File: src/rtl/ram_dp_core.sv
// Dual-port RAM core: one write port, one registered read port, hardware clear after reset.
// Optional per-word even parity with error injection when RAM_PARITY_EN is defined.
module ram_dp_core #(
  parameter int unsigned DATA_WIDTH = 8,
  parameter int unsigned DEPTH      = 16,
  parameter int unsigned ADDR_WIDTH = 4
) (
  input  logic                  clk,
  input  logic                  rst_n,
  input  logic                  wr_enb,
  input  logic [ADDR_WIDTH-1:0] wr_addr,
  input  logic [DATA_WIDTH-1:0] data_in,
  input  logic                  rd_enb,
  input  logic [ADDR_WIDTH-1:0] rd_addr,
`ifdef RAM_PARITY_EN
  input  logic                  par_inject,
  output logic                  par_err,
`endif
  output logic [DATA_WIDTH-1:0] data_out,
  output logic                  rd_valid,
  output logic                  addr_err,
  output logic                  init_busy
);

  localparam logic ST_INIT = 1'b0;
  localparam logic ST_IDLE = 1'b1;
  localparam logic [ADDR_WIDTH-1:0] LAST_PTR = ADDR_WIDTH'(DEPTH - 1);

  logic [DATA_WIDTH-1:0] mem [DEPTH];

  logic                  state_q, state_d;
  logic [ADDR_WIDTH-1:0] ptr_q, ptr_d;
  logic [DATA_WIDTH-1:0] data_out_q, data_out_d;
  logic                  rd_valid_q, rd_valid_d;
  logic                  addr_err_q, addr_err_d;
  logic                  init_busy_q, init_busy_d;

  logic                  mem_we;
  logic [ADDR_WIDTH-1:0] mem_waddr;
  logic [DATA_WIDTH-1:0] mem_wdata;
  logic                  wr_ok;
  logic                  rd_ok;

`ifdef RAM_PARITY_EN
  logic par_mem [DEPTH];
  logic mem_wpar;
  logic par_err_q, par_err_d;
`endif

  // Range checks collapse to constant-true when the address space matches DEPTH
  if (DEPTH >= 2 ** ADDR_WIDTH) begin : g_full_range
    assign wr_ok = 1'b1;
    assign rd_ok = 1'b1;
  end else begin : g_part_range
    assign wr_ok = (wr_addr < ADDR_WIDTH'(DEPTH));
    assign rd_ok = (rd_addr < ADDR_WIDTH'(DEPTH));
  end

  // Next-state, memory write port and registered-output next values
  always_comb begin
    state_d     = state_q;
    ptr_d       = ptr_q;
    init_busy_d = init_busy_q;
    data_out_d  = data_out_q;
    rd_valid_d  = 1'b0;
    addr_err_d  = 1'b0;
    mem_we      = 1'b0;
    mem_waddr   = wr_addr;
    mem_wdata   = data_in;
`ifdef RAM_PARITY_EN
    mem_wpar    = (^data_in) ^ par_inject;
    par_err_d   = 1'b0;
`endif
    case (state_q)
      ST_INIT: begin
        mem_we    = 1'b1;
        mem_waddr = ptr_q;
        mem_wdata = '0;
`ifdef RAM_PARITY_EN
        mem_wpar  = 1'b0;
`endif
        ptr_d     = ptr_q + ADDR_WIDTH'(1);
        if (ptr_q == LAST_PTR) begin
          state_d     = ST_IDLE;
          init_busy_d = 1'b0;
          ptr_d       = '0;
        end
      end
      ST_IDLE: begin
        if (wr_enb) begin
          if (wr_ok) begin
            mem_we = 1'b1;
          end else begin
            addr_err_d = 1'b1;
          end
        end
        if (rd_enb) begin
          rd_valid_d = 1'b1;
          if (!rd_ok) begin
            data_out_d = '0;
            addr_err_d = 1'b1;
          end else if (wr_enb && wr_ok && (wr_addr == rd_addr)) begin
            // Write-first bypass: new data is returned, parity is not checked
            data_out_d = data_in;
          end else begin
            data_out_d = mem[rd_addr];
`ifdef RAM_PARITY_EN
            par_err_d  = (^mem[rd_addr]) != par_mem[rd_addr];
`endif
          end
        end
      end
      default: begin
        state_d     = ST_INIT;
        init_busy_d = 1'b1;
        ptr_d       = '0;
      end
    endcase
  end

  always_ff @(posedge clk or negedge rst_n) begin
    if (!rst_n) begin
      state_q     <= ST_INIT;
      ptr_q       <= '0;
      init_busy_q <= 1'b1;
      data_out_q  <= '0;
      rd_valid_q  <= 1'b0;
      addr_err_q  <= 1'b0;
`ifdef RAM_PARITY_EN
      par_err_q   <= 1'b0;
`endif
    end else begin
      state_q     <= state_d;
      ptr_q       <= ptr_d;
      init_busy_q <= init_busy_d;
      data_out_q  <= data_out_d;
      rd_valid_q  <= rd_valid_d;
      addr_err_q  <= addr_err_d;
`ifdef RAM_PARITY_EN
      par_err_q   <= par_err_d;
`endif
    end
  end

  // Storage array is deliberately not reset; the clear sequence zeroes it
  always_ff @(posedge clk) begin
    if (mem_we) begin
      mem[mem_waddr] <= mem_wdata;
`ifdef RAM_PARITY_EN
      par_mem[mem_waddr] <= mem_wpar;
`endif
    end
  end

  assign data_out  = data_out_q;
  assign rd_valid  = rd_valid_q;
  assign addr_err  = addr_err_q;
  assign init_busy = init_busy_q;
`ifdef RAM_PARITY_EN
  assign par_err   = par_err_q;
`endif

endmodule

File: config.mk
export PLATFORM = sky130hd
export DESIGN_NAME = ram_dp_core
export DESIGN_NICKNAME = d
export VERILOG_FILES = /design/src/rtl/ram_dp_core.sv
export SDC_FILE = /design/constraint.sdc
export NUM_CORES = 1
export LEC_CHECK = 0
export CAP_MARGIN = 15
export CELL_PAD_IN_SITES_DETAIL_PLACEMENT = 1
export CELL_PAD_IN_SITES_GLOBAL_PLACEMENT = 1
export CORE_UTILIZATION = 52
export CTS_CLUSTER_SIZE = 16
export DETAILED_ROUTE_END_ITERATION = 10
export GPL_TIMING_DRIVEN = 0
export PLACE_DENSITY_LB_ADDON = 0.1
export SLEW_MARGIN = 20
export SYNTH_ARGS = -nofsm -noshare
export SYNTH_HDL_FRONTEND = slang
export SYNTH_SLANG_ARGS = --single-unit
File: constraint.sdc
create_clock -name clk -period 2.5 [get_ports clk]
set_input_delay 0.25 -clock clk [delete_from_list [all_inputs] [get_ports clk]]
set_output_delay 0.25 -clock clk [all_outputs]
set_load 0.005 [all_outputs]
Word level (Yosys, flattened, before mapping)
Memories as Yosys holds them, arrays and structs flattened. A register that Yosys moved wholly into a read port is not among the register bits.
Index checks and enable logic that the tools add are counted.

cells by class
  $add $sub $neg = 1
  eq/ne operators = 1
  muxes and demuxes = 11
  bitwise operators = 1
  reductions and logical operators = 3

operator list
  operator               number
  $mux W4                2
  $mux W8                1
  $mux W1                7
  $add A4 B1 Y4 const B  1
  $eq A4 B4 Y1 const B   1
  $reduce_and A2 Y1      2
  $pmux W1 S2            1
  $logic_not A1 Y1       1
  $not A1 Y1             1

word-level totals
  bits in registers = 7
  memory bits (writable) = 128
  input port bits = 20
  word-level logic and storage cells = 22
  memories kept = 1

memories
  name  depth  width  read ports  clocked after memory_dff  write ports  line  text
  mem   16     8      1           1                         1            29    logic [DATA_WIDTH-1:0] mem [DEPTH];

Depth between registers and ports, before layout
Gate-level depths: netlist of the first run.

  depth after elaboration = 4
  gate-level depth with buffers = 6
  depth with buffers taken out = 5

Least setup slack after synthesis of the first run
No wires, ideal clock.

  path kind = register to register
  from = register state_q
  to = memory mem[1][0] (enable)
  setup time = 370 ps
  data arrival time = 1,693 ps
  data required time = 2,130 ps
  setup slack = 437 ps
  cell stages (with the launch flop) = 7
  buffers on the path = 3
  clock period less this slack = 2,063 ps
  path through = dfrtp_1 buf_2 clkbuf_1 buf_1 nand2_1 o32a_1 nor2_1

between the ends
  cells in the longest elaborated chain, start to end = 4
  elaborated cells between the ends (all ways) = 5
  those cells by class = 4 x mux; 1 x bitwise

RTL lines
  what                           line  text
  from (decl)                    31    logic state_q, state_d;
  from (signal assigned)         133   state_q <= state_d;
  $not A1 Y1                     -
  $pmux W1 S2                    74    case (state_q)
  $mux W1                        147   if (mem_we) begin
  $mux W1 (implied by the code)  148   mem[mem_waddr] <= mem_wdata;
  to (decl)                      29

Several ways; a longest one is shown, not always the timed one.

Final worst setup path of the first run
  from = register state_q
  to = memory mem[10][2] (enable)

Same word-level chain as after synthesis.

==> results of run 1 <==
## sequential cells by signal, summed over array words and instances (netlist names)
name and flops:
mem 128, data_out 8, ptr_q 4, init_busy 1, rd_valid 1, state_q 1
## synthesized netlist by cell type (all sizes together) (2+ instances only)
master         number
nor2b               2
nor2               23
and2                9
buf                15
nand2b              2
a221o               8
mux2i               3
clkbuf              3
a31oi               3
clkdlybuf4s25       2
a21boi              8
nor3                2
mux4               32
nand2               9
o21ai               2
xor2                5
inv                 4
dfrtp              14
edfxtp            128
a21oi               3
a22oi              16
## power by group
group	switching [mW]	internal, mW
Clock	0.896	1.41
Combinational	0.192	0.163
Sequential	0.0190	2.64
Total	1.11	4.21
## per-layer routing
layer	routed length (um)	vias up	global-route usage	part of all wire
met5	0	-	0	0
met4	306	0	0.1207	0.023
met3	708	24	0.05847	0.052
met2	6784	98	0.4058	0.50
met1	5795	1616	0.3373	0.43
li1	-	1350	-	-
## cells by family after synthesis
family	after synthesis	share of synthesized area
mux	36	0.1360
simple gates	50	0.03957
other cells	1	0.0006377
xor+xnor	6	0.008936
compound gates	48	0.06298
fa+ha+maj	1	0.002127
flops	143	0.7177
buf+inv	24	0.03213
## cells in the final DEF (no fill, tap or decap), types with 4 or more instances in the layout
master / netlist / layout
nand2_1: 9 / 9
and2_1: 9 / 9
xor2_1: 5 / 5
buf_2: 6 / 6
mux4_2: 22 / 22
a21boi_0: 4 / 4
edfxtp_1: 128 / 128
inv_1: 4 / 4
clkinv_2: 0 / 7
mux4_1: 10 / 10
dfrtp_1: 14 / 14
a22oi_1: 16 / 16
clkbuf_1: 3 / 7
nor2_4: 0 / 16
a221o_1: 8 / 8
nor2_1: 23 / 7
clkdlybuf4s50_1: 0 / 27
clkbuf_16: 0 / 17
a21boi_1: 4 / 4
## per-stage QoR
step	total power, mW	utilization	area, sq um	setup TNS (ns)	hold WS, ns
floorplan	2.880	-	5881	0	-0.04559
CTS	5.328	0.6303	6893	-13.68	0.3125
global route	5.444	0.6412	7012	0	0.3565
finish	5.315	0.6412	7012	0	0.3080
global placement	3.025	0.5785	6326	-13.23	0.4455
detailed placement	3.040	0.5785	6326	-20.51	0.4575
## worst max-delay path, cell delays in order (launching register included)
cell      delay, ns
dfrtp_1        0.35
buf_2          0.17
clkbuf_1       0.22
clkbuf_2       0.28
a21oi_1        0.79
nor2_4         0.21
## repair_timing
item / in CTS / in global routing
setup endpoints to repair: 128 / 128
resized for setup: 10 / 29
pin swaps: 0 / 0
hold buffers: 0 / 0
buffers inserted: 0 / 0
## final timing paths
path	from	to	slack, ns	cells past startpoint
min in group clk	init_busy	init_busy	0.46	1
max in group asynchronous	rst_n	data_out[0]	1.67	1
min	rst_n	ptr_q[3]	0.31	1
min reg2reg	init_busy	init_busy	0.46	1
max reg2reg	state_q	mem[10][2]	0.16	5
max	state_q	mem[10][2]	0.16	5
## cell type report
cell class,count,area [sq um]
Buffer,20,176.4
Clock buffer,24,471.7
Clock inverter,8,65.06
Fill cell,919,3924
Inverter,4,15.01
Multi-Input combinational cell,142,1618
Sequential cell,143,4220
Tap cell,140,175.2
Timing Repair Buffer,27,270.3
==> results.py, run 1 <==
metrics = {
    "drt": {
        "drc_errors": 0,
        "avgViaCountPerCell": 6.079,
        "vias": 3088,
        "drtIter0Drc": 193,
        "first_pass_iters": 4,
        "drt-total-wl_um": 13590,
        "wl_per_cell_um": 26.76,
        "ant_nets": 0,
    },
    "place": {
        "hpwl_um": 8967,
        "port_buffers": 27,
        "post-place-ws_ns": -0.2899,
        "gp_congestion": 0.7461,
        "dp_cells": 476,
    },
    "global_routing": {
        "overflow": 0,
        "grt_pass1_vias": 3409,
        "grt_usage": 0.2555,
        "grt_max_degree": 17,
        "grt_antenna_before_repair": 0,
        "grt_pass1_wl_um": 20270,
    },
    "min_path": {
        "hold_class": "primary input to asynchronous set/reset pin",
    },
    "floorplanning": {
        "core.rowCount": 38,
        "die_h_um": 108.3,
        "io_pins": 31,
        "die_area_sq_um": 11740,
        "core_area_sq_um": 10940,
        "start_util": 0.5378,
        "fp.dieW_um": 108.3,
    },
    "final_layout": {
        "diodes": 0,
        "nNetsFinal": 376,
        "areaGrowthSynthToFinish_pct": 19.23,
        "drive_gt1_frac": 0.2446,
        "fin_cells": 508,
    },
    "synth": {
        "synth_fp_nets": 330,
        "synth_ff_type": "edfxtp_1",
        "synthArstFlopShare": 0.1049,
        "avgSynthCellArea_sq_um": 19.03,
        "yosys_warnings": 0,
        "yosysUniqueCellTypes": 43,
        "synth_area_leaders": "edfxtp_1, mux4_2, dfrtp_1, mux4_1, a22oi_1",
        "yosys.area.top_type_share": 0.6536,
        "yosys.area.top_type": "edfxtp_1",
        "netlist_instances": 309,
        "netlist_area_sq_um": 5881,
        "seq_area_frac_synth": 0.7177,
        "synth-seq-cells": 143,
        "synth-edff-count": 128,
    },
    "timing": {
        "post-route-min-period_ns": 2.338,
        "layout_setup_ws_ns": 0.1624,
        "slew_viol_final": 0,
        "setup_viol": 0,
        "final.setup_skew_ns": 0.01200,
        "finalHoldViolCount": 0,
        "grt_setup_unrepaired": "no",
        "slew_headroom": 0.3498,
        "min_period_over_period": 0.9350,
        "tightest_slew_ns": 0.9718,
        "timing.fmax_mhz": 427.8,
    },
    "critical_path": {
        "crit_arrival_ns": 2.45,
        "startpoint_type": "register",
        "worstSetupPathType": "register to register",
        "cp_max_fo": 10,
        "cp.required_ns": 2.61,
        "end_kind": "register",
    },
    "pwr": {
        "p_leak_nw": 2.352,
        "p_per_area_nw_per_um2": 758.0,
        "peakVddDrop_v": 0.0004552,
    },
    "cts": {
        "clock_latency_ns": 0.42,
        "clock_path_buffers": 2,
        "clock-root-buffer": "clkbuf_16",
        "cts_tree": "done",
        "cts_sinks": 143,
        "numCtsBuffers": 17,
        "cts_max_level": 4,
        "clk_pin_slew_ns": 0.06,
    },
    "flow_run": {
        "max_cap_violations": 0,
    },
    "outcome": {
        "status": "complete, no violations",
    },
}
Power figures use the tool's default switching activity.
==> run 2: changes to the inputs <==
ABC_AREA = 0   (was not set)
==> results of run 2 <==
Same layout as run 1: the final DEF is identical, and so are final timing and power.
==> run 3: changes to the inputs <==
==> constraint.sdc (replaced) <==
create_clock -name clk -period 2.5 [get_ports clk]
set_input_delay 0.25 -clock clk [delete_from_list [all_inputs] [get_ports clk]]
set_output_delay 0.25 -clock clk [all_outputs]
set_load 0.01 [all_outputs]
==> results of run 3 <==
Same layout as run 1 (identical final DEF). Status: complete, no violations.
Main changes from that run: total power 5.315 mW -> 5.323 mW
